## src/rtl/fir_pkg.sv

```systemverilog
// Shared defaults, frame length and FSM state encoding for the FIR tap sequencer.
package fir_pkg;
  localparam int DEF_DATA_BIT_NUM  = 16;
  localparam int DEF_COEFF_BIT_NUM = 16;
  localparam int DEF_TAP_NUM       = 8;
  localparam int FRAME_CYCLES      = DEF_TAP_NUM + 3;

  typedef enum logic [1:0] {IDLE, RUN, FLUSH, DUMP} state_e;
endpackage

```

## src/rtl/fir_tap_sequencer_if.sv

```systemverilog
// Sample stream, coefficient write port and MAC-facing operand bus of the sequencer.
interface fir_tap_sequencer_if #(
  parameter int DATA_BIT_NUM  = 16,
  parameter int COEFF_BIT_NUM = 16,
  parameter int TAP_NUM       = 8,
  parameter int ADDR_BITS     = $clog2(TAP_NUM)
);
  logic                            sample_valid;
  logic signed [DATA_BIT_NUM-1:0]  sample_in;
  logic                            sample_ready;
  logic                            coeff_wr_en;
  logic        [ADDR_BITS-1:0]     coeff_wr_addr;
  logic signed [COEFF_BIT_NUM-1:0] coeff_wr_data;
  logic signed [DATA_BIT_NUM-1:0]  data_delay_out;
  logic signed [COEFF_BIT_NUM-1:0] coeffs_out;
  logic                            calculated;
  logic                            busy;
  logic                            result_strobe;

  modport master (
    output sample_valid, sample_in, coeff_wr_en, coeff_wr_addr, coeff_wr_data,
    input  sample_ready, data_delay_out, coeffs_out, calculated, busy, result_strobe
  );

  modport slave (
    input  sample_valid, sample_in, coeff_wr_en, coeff_wr_addr, coeff_wr_data,
    output sample_ready, data_delay_out, coeffs_out, calculated, busy, result_strobe
  );
endinterface

```

## src/rtl/fir_delay_line.sv

```systemverilog
// Circular sample history: write advances the pointer, read is combinational at (wr_ptr - offset).
module fir_delay_line #(
  parameter int DATA_BIT_NUM = 16,
  parameter int TAP_NUM      = 8,
  parameter int ADDR_BITS    = $clog2(TAP_NUM)
) (
  input  logic                           clk,
  input  logic                           rst_n,
  input  logic                           wr_en,
  input  logic signed [DATA_BIT_NUM-1:0] wr_data,
  input  logic        [ADDR_BITS-1:0]    rd_offset,
  output logic signed [DATA_BIT_NUM-1:0] rd_data
);
  logic [TAP_NUM-1:0][DATA_BIT_NUM-1:0] mem;
  logic [ADDR_BITS-1:0]                 wr_ptr, wr_ptr_nxt, rd_addr;

  // Pointer arithmetic wraps by ADDR_BITS overflow, TAP_NUM is a power of two.
  assign wr_ptr_nxt = wr_ptr + ADDR_BITS'(1);
  assign rd_addr    = wr_ptr - rd_offset;
  assign rd_data    = mem[rd_addr];

  always_ff @(posedge clk or negedge rst_n) begin
    if (!rst_n) begin
      wr_ptr <= '0;
      mem    <= '0;
    end else if (wr_en) begin
      wr_ptr           <= wr_ptr_nxt;
      mem[wr_ptr_nxt]  <= wr_data;
    end
  end
endmodule

```

## src/rtl/fir_tap_sequencer.sv

```systemverilog
// Streams TAP_NUM (sample, coeff) pairs per accepted sample into the MAC, then flush + dump cycles.
module fir_tap_sequencer
  import fir_pkg::*;
#(
  parameter int DATA_BIT_NUM  = DEF_DATA_BIT_NUM,
  parameter int COEFF_BIT_NUM = DEF_COEFF_BIT_NUM,
  parameter int TAP_NUM       = DEF_TAP_NUM,
  parameter int ADDR_BITS     = $clog2(TAP_NUM)
) (
  input  logic               clk,
  input  logic               rst_n,
  fir_tap_sequencer_if.slave bus
);
  state_e                              state, state_nxt;
  logic [ADDR_BITS-1:0]                tap_cnt, tap_nxt, tap_inc;
  logic [TAP_NUM-1:0][COEFF_BIT_NUM-1:0] coeff;
  logic signed [DATA_BIT_NUM-1:0]      hist_rd, data_nxt;
  logic signed [COEFF_BIT_NUM-1:0]     coeff_nxt;
  logic                                accept, calc_nxt, strobe_nxt, ready_nxt, busy_nxt;

  assign tap_inc = tap_cnt + ADDR_BITS'(1);

  fir_delay_line #(
    .DATA_BIT_NUM (DATA_BIT_NUM),
    .TAP_NUM      (TAP_NUM),
    .ADDR_BITS    (ADDR_BITS)
  ) u_delay (
    .clk       (clk),
    .rst_n     (rst_n),
    .wr_en     (accept),
    .wr_data   (bus.sample_in),
    .rd_offset (tap_inc),
    .rd_data   (hist_rd)
  );

  always_ff @(posedge clk or negedge rst_n) begin
    if (!rst_n) coeff <= '0;
    else if (bus.coeff_wr_en) coeff[bus.coeff_wr_addr] <= bus.coeff_wr_data;
  end

  always_ff @(posedge clk or negedge rst_n) begin
    if (!rst_n) begin
      state   <= IDLE;
      tap_cnt <= '0;
    end else begin
      state   <= state_nxt;
      tap_cnt <= tap_nxt;
    end
  end

  // Outputs are registered, so each edge loads the operands for the following cycle.
  // Tap 0 bypasses the history since the sample lands in the delay line on the same edge.
  always_comb begin
    state_nxt  = state;
    tap_nxt    = tap_cnt;
    accept     = 1'b0;
    data_nxt   = '0;
    coeff_nxt  = '0;
    calc_nxt   = 1'b0;
    strobe_nxt = 1'b0;
    ready_nxt  = 1'b0;
    busy_nxt   = 1'b1;
    case (state)
      IDLE: begin
        ready_nxt = 1'b1;
        busy_nxt  = 1'b0;
        if (bus.sample_valid && bus.sample_ready) begin
          accept    = 1'b1;
          state_nxt = RUN;
          tap_nxt   = '0;
          data_nxt  = bus.sample_in;
          coeff_nxt = coeff[0];
          ready_nxt = 1'b0;
          busy_nxt  = 1'b1;
        end
      end
      RUN: begin
        if (tap_cnt == ADDR_BITS'(TAP_NUM - 1)) begin
          state_nxt = FLUSH;
        end else begin
          tap_nxt   = tap_inc;
          data_nxt  = hist_rd;
          coeff_nxt = coeff[tap_inc];
        end
      end
      FLUSH: begin
        state_nxt = DUMP;
        calc_nxt  = 1'b1;
      end
      DUMP: begin
        state_nxt  = IDLE;
        strobe_nxt = 1'b1;
        ready_nxt  = 1'b1;
        busy_nxt   = 1'b0;
      end
      default: state_nxt = IDLE;
    endcase
  end

  always_ff @(posedge clk or negedge rst_n) begin
    if (!rst_n) begin
      bus.data_delay_out <= '0;
      bus.coeffs_out     <= '0;
      bus.calculated     <= 1'b0;
      bus.result_strobe  <= 1'b0;
      bus.sample_ready   <= 1'b1;
      bus.busy           <= 1'b0;
    end else begin
      bus.data_delay_out <= data_nxt;
      bus.coeffs_out     <= coeff_nxt;
      bus.calculated     <= calc_nxt;
      bus.result_strobe  <= strobe_nxt;
      bus.sample_ready   <= ready_nxt;
      bus.busy           <= busy_nxt;
    end
  end
endmodule

```

## src/flat_wrapper.sv

```systemverilog
// flat-port wrapper written by rule: the top's interface ports become plain ports
module fir_tap_sequencer_flat import fir_pkg::*;
#(
  parameter int DATA_BIT_NUM  = DEF_DATA_BIT_NUM,
  parameter int COEFF_BIT_NUM = DEF_COEFF_BIT_NUM,
  parameter int TAP_NUM       = DEF_TAP_NUM,
  parameter int ADDR_BITS     = $clog2(TAP_NUM)
)
  (clk, rst_n, bus_sample_valid, bus_sample_in, bus_coeff_wr_en, bus_coeff_wr_addr, bus_coeff_wr_data, bus_sample_ready, bus_data_delay_out, bus_coeffs_out, bus_calculated, bus_busy, bus_result_strobe);
  fir_tap_sequencer_if #(.DATA_BIT_NUM(DATA_BIT_NUM), .COEFF_BIT_NUM(COEFF_BIT_NUM), .TAP_NUM(TAP_NUM), .ADDR_BITS(ADDR_BITS)) bus_i ();
  input  logic clk;
  input  logic rst_n;
  input wire logic [$bits(bus_i.sample_valid)-1:0] bus_sample_valid;
  input wire logic [$bits(bus_i.sample_in)-1:0] bus_sample_in;
  input wire logic [$bits(bus_i.coeff_wr_en)-1:0] bus_coeff_wr_en;
  input wire logic [$bits(bus_i.coeff_wr_addr)-1:0] bus_coeff_wr_addr;
  input wire logic [$bits(bus_i.coeff_wr_data)-1:0] bus_coeff_wr_data;
  output wire logic [$bits(bus_i.sample_ready)-1:0] bus_sample_ready;
  output wire logic [$bits(bus_i.data_delay_out)-1:0] bus_data_delay_out;
  output wire logic [$bits(bus_i.coeffs_out)-1:0] bus_coeffs_out;
  output wire logic [$bits(bus_i.calculated)-1:0] bus_calculated;
  output wire logic [$bits(bus_i.busy)-1:0] bus_busy;
  output wire logic [$bits(bus_i.result_strobe)-1:0] bus_result_strobe;
  assign bus_i.sample_valid = bus_sample_valid;
  assign bus_i.sample_in = bus_sample_in;
  assign bus_i.coeff_wr_en = bus_coeff_wr_en;
  assign bus_i.coeff_wr_addr = bus_coeff_wr_addr;
  assign bus_i.coeff_wr_data = bus_coeff_wr_data;
  assign bus_sample_ready = bus_i.sample_ready;
  assign bus_data_delay_out = bus_i.data_delay_out;
  assign bus_coeffs_out = bus_i.coeffs_out;
  assign bus_calculated = bus_i.calculated;
  assign bus_busy = bus_i.busy;
  assign bus_result_strobe = bus_i.result_strobe;
  fir_tap_sequencer #(.DATA_BIT_NUM(DATA_BIT_NUM), .COEFF_BIT_NUM(COEFF_BIT_NUM), .TAP_NUM(TAP_NUM), .ADDR_BITS(ADDR_BITS)) u_core (.clk(clk), .rst_n(rst_n), .bus(bus_i));
endmodule
```

## config.mk

```make
export PLATFORM = sky130hd
export DESIGN_NAME = fir_tap_sequencer_flat
export DESIGN_NICKNAME = d
export VERILOG_FILES = /design/src/rtl/fir_pkg.sv /design/src/rtl/fir_tap_sequencer_if.sv /design/src/rtl/fir_delay_line.sv /design/src/rtl/fir_tap_sequencer.sv /design/src/flat_wrapper.sv
export SDC_FILE = /design/constraint.sdc
export NUM_CORES = 1
export LEC_CHECK = 0
export CORE_MARGIN = 4
export CORE_UTILIZATION = 45
export CTS_CLUSTER_DIAMETER = 40
export DETAILED_ROUTE_END_ITERATION = 16
export PLACE_DENSITY = 0.61
export SYNTH_ARGS = -nofsm -noshare
export SYNTH_HDL_FRONTEND = slang
export SYNTH_SLANG_ARGS = --single-unit
```

## constraint.sdc

```tcl
create_clock -name clk -period 5.1 [get_ports clk]
set_input_delay 1.02 -clock clk [delete_from_list [all_inputs] [get_ports clk]]
set_output_delay 1.02 -clock clk [all_outputs]
set_load 0.1 [all_outputs]
```

==> impl_metrics.py <==
metrics = {
    "clock_tree": {
        "cts_inserted_buffers": 44,
        "cts_tree": "yes",
        "cts_resized": 0,
        "root_buffer": "clkbuf_16",
        "hold_buffers": 0,
        "cts_setup_buffers": 0,
        "clk_pin_slew_ps": 60,
        "clock_sinks": 300,
        "cts_buffer_depth": 3,
        "ctsHtreeMaxLevel": 2,
        "clkLatencyLatePin_ps": 520,
    },
    "yosys": {
        "yosys.area_share.simple_pct": 2.97,
        "synth_top_family_by_area": "multiplexers",
        "synth_xor_area_share_pct": 0.565,
        "synth_edf_count": 0,
        "syn-mean-instance-area_um2": 16.1,
        "synth-compound-area-share_pct": 1.80,
        "synth_seq_cells": 300,
        "synthMuxAreaShare_pct": 35.3,
        "synth_top_cell_area_share_pct": 56.3,
        "synth.area.top_cells": "dfrtp_1 56%, mux2_2 21%, mux4_2 11%, mux2i_1 2.4%, o21ai_0 1.2%",
        "syn-num-nets": 874,
        "synth_cell_type_count": 39,
        "yosysWarningCount": 0,
        "netlist_area_mm2": 0.0133,
        "yosysTopAreaCell": "dfrtp_1",
        "synthCells": 826,
        "yosysSeqAreaShare_pct": 56.5,
        "synth-adder-area-share_pct": 0.904,
        "synth_flop_cell": "dfrtp_1",
        "async_reset_ff_share_pct": 100,
    },
    "worst_setup_path": {
        "arrival_ps": 3640,
        "cp-endpoint": "u_core.bus.data_delay_out[11]",
        "crit_fanout": 20,
        "r2r_cells": 7,
        "startpoint_type": "flop",
        "regToRegStartpoint": "u_core.u_delay.wr_ptr[0]",
        "worstSetupStartpoint": "u_core.u_delay.wr_ptr[0]",
        "cp.required_ps": 5450,
        "reg2reg_to": "u_core.bus.data_delay_out[11]",
        "crit_type": "flop to flop",
        "r2r_setup_slack_ps": 1810,
        "end_kind": "flop",
    },
    "route": {
        "wl_mm": 29.3,
        "drc": 0,
        "drt_iter0_drc": 348,
        "final_antenna_net_count": 0,
        "via_per_inst": 5.59,
        "dr_total_vias": 7461,
        "wl_per_cell_um": 21.9,
        "drt_first_pass_iters": 5,
    },
    "placed_design": {
        "port_buffers": 74,
        "dp_slack_ps": 1710,
        "gp_congestion": 0.733,
        "hpwl_mm": 17.8,
    },
    "grt": {
        "global_route.usage.met2_pct": 32.7,
        "grt_pass1_wl_mm": 47.4,
        "overflow": 0,
        "grt_pass1_vias": 8485,
        "grt_max_degree": 106,
        "busiest_layer": "met2",
        "grt_util_met3_pct": 3.27,
        "grtUsageMet1_pct": 22.9,
        "antenna_found_initial": 0,
        "grt_util_all_layers_pct": 18.2,
    },
    "final_layout": {
        "antenna_cells": 0,
        "fin_nets": 965,
        "final_cell_mix": "298 x dfrtp_1, 247 x mux2_2, 73 x clkdlybuf4s50_1, 64 x mux4_2, 45 x clkbuf_16",
        "layout-drive-gt1-share_pct": 46.0,
        "syn2layout_area_growth_pct": 20.2,
        "fill_cells": 2291,
        "final_common_cell": "dfrtp_1",
    },
    "floorplanning": {
        "core_mm2": 0.0289,
        "die_x_um": 180,
        "num_io_pins": 75,
        "initial_core_util_pct": 45.9,
        "dieArea_mm2": 0.0323,
        "die_y_um": 180,
        "rows": 62,
    },
    "timing": {
        "fin_ws_ps": 1810,
        "finalSetupTns_ps": 0,
        "grt_setup_unrepaired": "no",
        "drv_slew": 0,
        "fin_crit_ps": 3290,
        "setup_viol": 0,
        "hold_viol": 0,
        "finalCritPeriodShare_pct": 64.5,
        "whs_ps": 501,
        "skew_ps": 7.83,
        "relSlewSlack_pct": 26.8,
        "max_freq_mhz": 304,
        "worst_pin_slew_ps": 1100,
    },
    "power": {
        "p_leak_nw": 7.02,
        "power.density_mw_per_mm2": 660,
        "ir_drop_mv": 0.339,
        "clock_power_share_pct": 29.0,
        "sw_frac_of_total_pct": 33.6,
        "pwr-share-comb_pct": 37.3,
        "pwr-share-seq_pct": 33.7,
        "p_sw_mw": 3.54,
        "p_int_mw": 7.01,
    },
    "min_path": {
        "min_path_type": "flop to flop",
    },
    "outcome": {
        "outcome": "completed",
    },
    "run": {
        "cap_violations": 0,
    },
}
## stage by stage
step | utilization [%] | cell area (um2) | instances | total power [mW]
floorplan | - | 13300 | 826 | 6.56
detailed placement | 50.0 | 14500 | 1255 | 7.58
global placement | 50.0 | 14500 | 1255 | 7.45
finish | 55.2 | 16000 | 1335 | 10.5
global route | 55.2 | 16000 | 1335 | 11.1
CTS | 55.2 | 16000 | 1335 | 10.7
## sequential cells by signal (all words and copies together), names as in the netlist, 2 cells and up
signal                     count
u_core.u_delay.mem           128
u_core.bus.data_delay_out     16
u_core.state                   2
u_core.bus.coeffs_out         16
u_core.tap_cnt                 3
u_core.coeff                 128
u_core.u_delay.wr_ptr          3
## cells in the mapped netlist, types with 2 or more instances
cell / n
mux2i_1: 32
nor3b_2: 2
nor2_1: 5
nand2_1: 37
nor3_2: 4
mux2_4: 10
xnor2_1: 2
inv_1: 5
o21ai_0: 33
buf_2: 19
mux4_2: 64
clkbuf_1: 20
buf_4: 3
a22o_1: 5
nand2b_1: 3
mux2_2: 247
nand4b_1: 3
ha_1: 8
buf_6: 4
dfrtp_1: 299
nor4_4: 2
xnor2_2: 2
## logic make-up after synthesis
family                     count (synthesis)
xor gates and xnor gates                   6
adders and majority gates                  9
muxes                                    353
DFF                                      300
AOI/OAI and AO/OA                         42
and+or+nand+nor                           64
buffers and inverters                     52
## metal layers
| layer | share of wire [%] | vias to the layer above | routed length (um) |
|---|---|---|---|
| met5 | 0 | - | 0 |
| li1 | - | 3263 | - |
| met2 | 53 | 125 | 15600 |
| met1 | 41 | 4026 | 12100 |
| met3 | 3.5 | 47 | 1020 |
| met4 | 2.1 | 0 | 614 |
## worst max-delay path: stages (launching register included)
cell and delay, ps:
dfrtp_1 610, inv_1 160, ha_2 220, fa_1 980
buf_4 430, mux4_2 360, mux2i_1 230, o21ai_0 110
## power by group through the flow
stage / clock, mW / combinational, mW / sequential, mW
after floorplan: 0 / 2.73 / 3.83
after global placement: 0 / 3.93 / 3.52
after detailed placement: 0 / 3.99 / 3.59
after CTS: 3.13 / 3.99 / 3.56
after global routing: 3.24 / 4.21 / 3.64
final: 3.06 / 3.94 / 3.56
## final cells by class
class	count	area, um2	area share, %
Timing Repair Buffer	92	906	5.67
Tap cell	384	480	3.01
Sequential cell	300	7510	47.0
Clock inverter	30	353	2.21
Multi-Input combinational cell	474	5550	34.7
Inverter	5	18.8	0.117
Clock buffer	50	1160	7.29
## worst min-delay path by stage
stage | from | endpoint | cells past startpoint
3_3_place_gp | u_core.coeff[125] | u_core.coeff[125] | 1
6_report | u_core.coeff[126] | u_core.coeff[126] | 1
4_1_cts | u_core.coeff[123] | u_core.coeff[123] | 1
5_1_grt | u_core.coeff[99] | u_core.coeff[99] | 1
3_5_place_dp | u_core.coeff[123] | u_core.coeff[123] | 1
2_1_floorplan | u_core.coeff[11] | u_core.bus.coeffs_out[11] | 2
Note: power is estimated with default switching activity, not from simulation.
